### src/rtl/flash_player_pkg.sv
// Shared types and defaults for the flash sample player.
package flash_player_pkg;

    localparam int FLASH_ADDR_W = 23;
    localparam int SAMPLE_W     = 16;

    localparam logic [FLASH_ADDR_W-1:0] SONG_START = 23'h000000;
    localparam logic [FLASH_ADDR_W-1:0] SONG_END   = 23'h07FFFF;

    typedef enum logic [2:0] {
        IDLE,
        REQ,
        WAIT_DATA,
        SLOT0,
        SLOT1,
        ADVANCE
    } state_t;

    function automatic logic [SAMPLE_W-1:0] pick_half(input logic [31:0] word, input logic high);
        return high ? word[31:16] : word[15:0];
    endfunction

endpackage

### src/rtl/flash_addr_counter.sv
// Up/down word-address counter that wraps between LO and HI inclusive.
// o_wrap pulses in the same cycle the wrapped value appears on o_count.
module flash_addr_counter #(
    parameter int           W  = 23,
    parameter logic [W-1:0] LO = '0,
    parameter logic [W-1:0] HI = '1
) (
    input  logic         clk,
    input  logic         rst_n,
    input  logic         i_load,
    input  logic [W-1:0] i_load_val,
    input  logic         i_inc,
    input  logic         i_dec,
    output logic [W-1:0] o_count,
    output logic         o_wrap
);

    logic [W-1:0] r_count;
    logic         r_wrap;

    always_ff @(posedge clk or negedge rst_n) begin
        if (!rst_n) begin
            r_count <= LO;
            r_wrap  <= 1'b0;
        end else begin
            r_wrap <= 1'b0;
            if (i_load) begin
                r_count <= i_load_val;
            end else if (i_inc) begin
                if (r_count == HI) begin
                    r_count <= LO;
                    r_wrap  <= 1'b1;
                end else begin
                    r_count <= r_count + 1'b1;
                end
            end else if (i_dec) begin
                if (r_count == LO) begin
                    r_count <= HI;
                    r_wrap  <= 1'b1;
                end else begin
                    r_count <= r_count - 1'b1;
                end
            end
        end
    end

    assign o_count = r_count;
    assign o_wrap  = r_wrap;

endmodule

### src/rtl/flash_sample_scheduler.sv
// Fetches 32-bit flash words over Avalon-MM and plays them out as two 16-bit samples per word.
//
// state     | meaning
// IDLE      | after reset, waiting for play
// REQ       | flash_read asserted, waiting for waitrequest low
// WAIT_DATA | read accepted, waiting for readdatavalid
// SLOT0     | word buffered, first half not yet played
// SLOT1     | first half played, second half pending
// ADVANCE   | step address in the current direction, then fetch again
module flash_sample_scheduler
    import flash_player_pkg::*;
#(
    parameter int                ADDR_W     = FLASH_ADDR_W,
    parameter logic [ADDR_W-1:0] START_ADDR = SONG_START,
    parameter logic [ADDR_W-1:0] END_ADDR   = SONG_END
) (
    input  logic                clk,
    input  logic                reset_all_n,
    input  logic                play,
    input  logic                reverse,
    input  logic                restart,
    input  logic                sample_tick,
    output logic [ADDR_W-1:0]   flash_address,
    output logic                flash_read,
    output logic [3:0]          flash_byteenable,
    input  logic                flash_waitrequest,
    input  logic [31:0]         flash_readdata,
    input  logic                flash_readdatavalid,
    output logic [SAMPLE_W-1:0] audio_data,
    output logic                audio_valid,
    output logic                underrun,
    output logic                song_wrap
);

    state_t              r_state;
    state_t              w_next;
    logic [31:0]         r_word;
    logic                r_first_half;
    logic                r_restart_pending;
    logic [SAMPLE_W-1:0] r_audio_data;
    logic                r_audio_valid;
    logic                r_underrun;

    logic                w_tick_play;
    logic                w_flash_read;
    logic                w_accept;
    logic                w_underrun;
    logic                w_latch;
    logic                w_load;
    logic                w_inc;
    logic                w_dec;
    logic                w_set_pend;
    logic                w_clr_pend;
    logic                w_take_high;
    logic [ADDR_W-1:0]   w_restart_addr;

    assign w_tick_play    = sample_tick & play;
    assign w_restart_addr = reverse ? END_ADDR : START_ADDR;

    always_ff @(posedge clk or negedge reset_all_n) begin
        if (!reset_all_n) begin
            r_state <= IDLE;
        end else begin
            r_state <= w_next;
        end
    end

    // A returning word is discarded if a restart is pending or arrives with it.
    always_comb begin
        w_next = r_state;
        case (r_state)
            IDLE:      if (play) w_next = REQ;
            REQ:       if (!flash_waitrequest) w_next = WAIT_DATA;
            WAIT_DATA: begin
                if (flash_readdatavalid) begin
                    w_next = (r_restart_pending || restart) ? REQ : SLOT0;
                end
            end
            SLOT0: begin
                if (restart)          w_next = REQ;
                else if (w_tick_play) w_next = SLOT1;
            end
            SLOT1: begin
                if (restart)          w_next = REQ;
                else if (w_tick_play) w_next = ADVANCE;
            end
            ADVANCE:   w_next = REQ;
            default:   w_next = IDLE;
        endcase
    end

    always_comb begin
        w_flash_read = 1'b0;
        w_accept     = 1'b0;
        w_underrun   = 1'b0;
        w_latch      = 1'b0;
        w_load       = 1'b0;
        w_inc        = 1'b0;
        w_dec        = 1'b0;
        w_set_pend   = 1'b0;
        w_clr_pend   = 1'b0;
        case (r_state)
            IDLE: w_load = restart;
            REQ: begin
                w_flash_read = 1'b1;
                w_underrun   = w_tick_play;
                w_set_pend   = restart;
            end
            WAIT_DATA: begin
                w_underrun = w_tick_play;
                if (flash_readdatavalid) begin
                    if (r_restart_pending || restart) begin
                        w_load     = 1'b1;
                        w_clr_pend = 1'b1;
                    end else begin
                        w_latch = 1'b1;
                    end
                end else begin
                    w_set_pend = restart;
                end
            end
            SLOT0, SLOT1: begin
                w_accept = w_tick_play;
                w_load   = restart;
            end
            ADVANCE: begin
                w_underrun = w_tick_play;
                if (restart)      w_load = 1'b1;
                else if (reverse) w_dec  = 1'b1;
                else              w_inc  = 1'b1;
            end
            default: ;
        endcase
    end

    assign w_take_high = (r_state == SLOT0) ? r_first_half : ~r_first_half;

    always_ff @(posedge clk or negedge reset_all_n) begin
        if (!reset_all_n) begin
            r_word            <= '0;
            r_first_half      <= 1'b0;
            r_restart_pending <= 1'b0;
            r_audio_data      <= '0;
            r_audio_valid     <= 1'b0;
            r_underrun        <= 1'b0;
        end else begin
            r_audio_valid <= w_accept;
            r_underrun    <= w_underrun;
            if (w_accept) begin
                r_audio_data <= pick_half(r_word, w_take_high);
            end
            if (w_latch) begin
                r_word       <= flash_readdata;
                r_first_half <= reverse;
            end
            if (w_clr_pend) begin
                r_restart_pending <= 1'b0;
            end else if (w_set_pend) begin
                r_restart_pending <= 1'b1;
            end
        end
    end

    flash_addr_counter #(
        .W  (ADDR_W),
        .LO (START_ADDR),
        .HI (END_ADDR)
    ) u_addr_counter (
        .clk        (clk),
        .rst_n      (reset_all_n),
        .i_load     (w_load),
        .i_load_val (w_restart_addr),
        .i_inc      (w_inc),
        .i_dec      (w_dec),
        .o_count    (flash_address),
        .o_wrap     (song_wrap)
    );

    assign flash_read       = w_flash_read;
    assign flash_byteenable = 4'hF;
    assign audio_data       = r_audio_data;
    assign audio_valid      = r_audio_valid;
    assign underrun         = r_underrun;

endmodule

### config.mk
export PLATFORM = sky130hd
export DESIGN_NAME = flash_sample_scheduler
export DESIGN_NICKNAME = d
export VERILOG_FILES = /design/src/rtl/flash_player_pkg.sv /design/src/rtl/flash_addr_counter.sv /design/src/rtl/flash_sample_scheduler.sv
export SDC_FILE = /design/constraint.sdc
export NUM_CORES = 1
export LEC_CHECK = 0
export BUFFER_PORTS_ARGS = -buffer_cell sky130_fd_sc_hd__buf_4
export CAP_MARGIN = 30
export CORE_UTILIZATION = 35
export CTS_BUF_LIST = sky130_fd_sc_hd__clkbuf_4 sky130_fd_sc_hd__clkbuf_8
export DETAILED_ROUTE_END_ITERATION = 10
export GPL_ROUTABILITY_DRIVEN = 0
export SKIP_CTS_REPAIR_TIMING = 1
export SYNTH_ARGS = -nofsm -noshare
export SYNTH_HDL_FRONTEND = slang
export SYNTH_SLANG_ARGS = --single-unit
### constraint.sdc
create_clock -name clk -period 2.2 [get_ports clk]
set_input_delay 0.22 -clock clk [delete_from_list [all_inputs] [get_ports clk]]
set_output_delay 0.22 -clock clk [all_outputs]
set_load 0.01 [all_outputs]
==> impl_metrics.json <==
{
  "p_leak_nw": 2.88,
  "wire_per_inst_um": 18.1,
  "crit_fanout": 5,
  "worst_pin_slew_ps": 544,
  "clock_path_buffers": 2,
  "fin_area_mm2": 0.00626,
  "grt_pass1_wl_um": 22400,
  "worstSetupPathType": "flip-flop to flip-flop",
  "port_buffers": 82,
  "skew_ps": 12.7,
  "setup_violations": 0,
  "power.density_mw_per_mm2": 1230,
  "grt_setup_unrepaired": "true",
  "p_int_mw": 4.58,
  "max_stage_delay_ps": 610,
  "final.setup.worst_slack_ps": 12.8,
  "cts_buffers": 9,
  "syn-instance-count": 491,
  "gr-total-overflow": 0,
  "netSwitchingFraction": 0.406,
  "path_clk_slew_ps": 90,
  "crit_chain": "or4_4 -> or4_4 -> nor2_8 -> nor3_2 -> o311ai_2",
  "nFillCells": 1248,
  "rows": 42,
  "place_ws_ps": -43.6,
  "crit_path_frequent_cell": "or4_4",
  "synthArstFlopShare": 1.00,
  "p_total_mw": 7.71,
  "h-tree-depth": 3,
  "endpoint_kind": "flip-flop",
  "grtUsageTotal": 0.204,
  "p_comb_frac": 0.521,
  "clockPowerShare": 0.152,
  "cp.arrival_ps": 2450,
  "holdWs_ps": 83.3,
  "synth_cell_types": 72,
  "antenna_found_initial": 0,
  "synth-edff-count": 0,
  "cts_tree": "yes",
  "avgSynthCellArea_um2": 9.61,
  "pwr-share-seq": 0.327,
  "post-route-period-util": 0.994,
  "grt_start_max_net_pins": 62,
  "period_minus_slack_ps": 2190,
  "slew_headroom": 0.636,
  "fp.dieH_um": 118,
  "slew_violations": 0,
  "hpwl_um": 10300,
  "cpLargestDelayFamily": "simple AND/OR/NAND/NOR gates",
  "max_cap_violations": 0,
  "min_path_type": "input port to flip-flop",
  "synth_top_area_share": 0.419,
  "yosysTopAreaCell": "dfrtp_1",
  "final_core_util": 0.474,
  "syn2layout_area_growth_pct": 32.6,
  "grt_pass1_vias": 4360,
  "die_area_mm2": 0.0140,
  "route.detailed.drc": 0,
  "firstDrtPassIters": 7,
  "finalHoldViolCount": 0,
  "critPathRequiredTime_ps": 2460,
  "drt_iter0_drc": 365,
  "synth-main-ff-cell": "dfrtp_1",
  "n_antenna_cell": 0,
  "wl_um": 14500,
  "ys_seq_elements": 79,
  "nNetsFinal": 660,
  "max_freq_ghz": 0.457,
  "r2r-start": "u_addr_counter.o_count[19]",
  "critical_path_buf_inv_count": 0,
  "insertion_delay_ps": 360,
  "synth_top_cells_by_count": "dfrtp_1 (79), nor2_1 (39), a21oi_1 (37)",
  "syn_area_mm2": 0.00472,
  "seq_area_frac_synth": 0.419,
  "ir_drop_mv": 0.639,
  "viasPerCell": 5.68,
  "cp-start-kind": "flip-flop",
  "synth.most_common_cell": "dfrtp_1",
  "io_pins": 87,
  "startpoint": "u_addr_counter.o_count[19]",
  "switchingPower_mw": 3.13,
  "slowest_stage": "or4_4",
  "status": "complete, no violations",
  "die_w_um": 118,
  "initial_core_util": 0.358,
  "vias": 4534,
  "place_area_mm2": 0.00588,
  "synth_area_leaders": "dfrtp_1 (42%), mux2_2 (7.6%), mux2i_1 (4.7%), a21oi_1 (3.9%), nor2_1 (3.1%)",
  "synth_warnings": 0,
  "drive_gt1_frac": 0.384,
  "clock-sinks": 79,
  "worstHoldStart": "flash_readdata[21]",
  "ant_nets": 0,
  "cts_root_buffer": "clkbuf_8",
  "core-area_mm2": 0.0132
}
cells in the final DEF (no fill, tap or decap), types with 6 or more instances in the layout:
| cell type | Yosys | final |
|---|---|---|
| buf_4 | 5 | 147 |
| dfrtp_1 | 79 | 74 |
| nor2_1 | 39 | 38 |
| a21oi_1 | 37 | 36 |
| mux2_2 | 32 | 32 |
| nand2_1 | 27 | 26 |
| mux2i_1 | 22 | 22 |
| o21ai_0 | 24 | 22 |
| nand3_1 | 16 | 15 |
| nor3_1 | 16 | 13 |
| and3_1 | 12 | 12 |
| clkbuf_8 | 1 | 11 |
| nand4_1 | 10 | 10 |
| inv_1 | 9 | 8 |
| nand2b_1 | 7 | 7 |
| a31oi_1 | 7 | 7 |
| o211ai_1 | 6 | 6 |
worst register-to-register path, cell delays in order, from the launching register on:
cell and delay (ps):
dfrtp_1 390, or4_4 610, or4_4 610, nor2_8 190, nor3_2 70, o311ai_2 210
registers in the layout, summed over array words and instances, names as in the netlist:
register / count
r_word: 32
u_addr_counter.o_count: 23
audio_data: 16
r_state: 3
audio_valid: 1
r_first_half: 1
r_restart_pending: 1
u_addr_counter.o_wrap: 1
underrun: 1
through the flow:
step | cells | TNS, ps
6_report | 798 | 0
5_1_grt | 798 | -177
4_1_cts | 790 | -183
3_5_place_dp | 774 | -102
3_3_place_gp | 774 | 0
2_1_floorplan | 494 | 0
power groups by stage:
stage,Clock [mW],Combinational [mW],Sequential [mW]
2_1_floorplan,0,2.11,2.58
3_3_place_gp,0,3.82,2.50
3_5_place_dp,0,3.91,2.53
4_1_cts,1.21,3.92,2.51
5_1_grt,1.27,4.32,2.61
6_report,1.17,4.02,2.52
path summary, 6_finish.rpt:
kind,to,slack (ps),cells past startpoint
max,u_addr_counter.o_count[3],10,5
max reg2reg,u_addr_counter.o_count[3],10,5
min reg2reg,r_word[7],510,1
min in group asynchronous,u_addr_counter.o_count[19],290,2
min,r_word[21],80,2
max in group asynchronous,r_state[0],1260,3
per-layer routing:
metal / vias to the layer above / part of all wire / global-route usage
li1: 2085 / - / -
met1: 2172 / 0.40 / 0.248
met2: 228 / 0.47 / 0.333
met3: 49 / 0.092 / 0.0644
met4: 0 / 0.035 / 0.0833
met5: - / 0 / 0
final cells by class:
class                   instances  area [um2]  area share
clock buffers                  11         151      0.0242
clock inverters                 5        63.8      0.0102
inverters                       9        33.8     0.00540
multi-input cells             366        2620       0.419
flip-flops and latches         79        1980       0.317
well taps                     176         220      0.0352
repair buffers                152        1180       0.189
cells by family after synthesis:
family	after synthesis	share of synthesized area
DFF	79	0.419
AOI/OAI and AO/OA	126	0.176
xor gates and xnor gates	9	0.0167
buffers and inverters	51	0.0546
other	1	0.000795
and+or+nand+nor	168	0.202
muxes	54	0.123
adders and majority gates	3	0.00795
(Power assumes the default switching activity.)
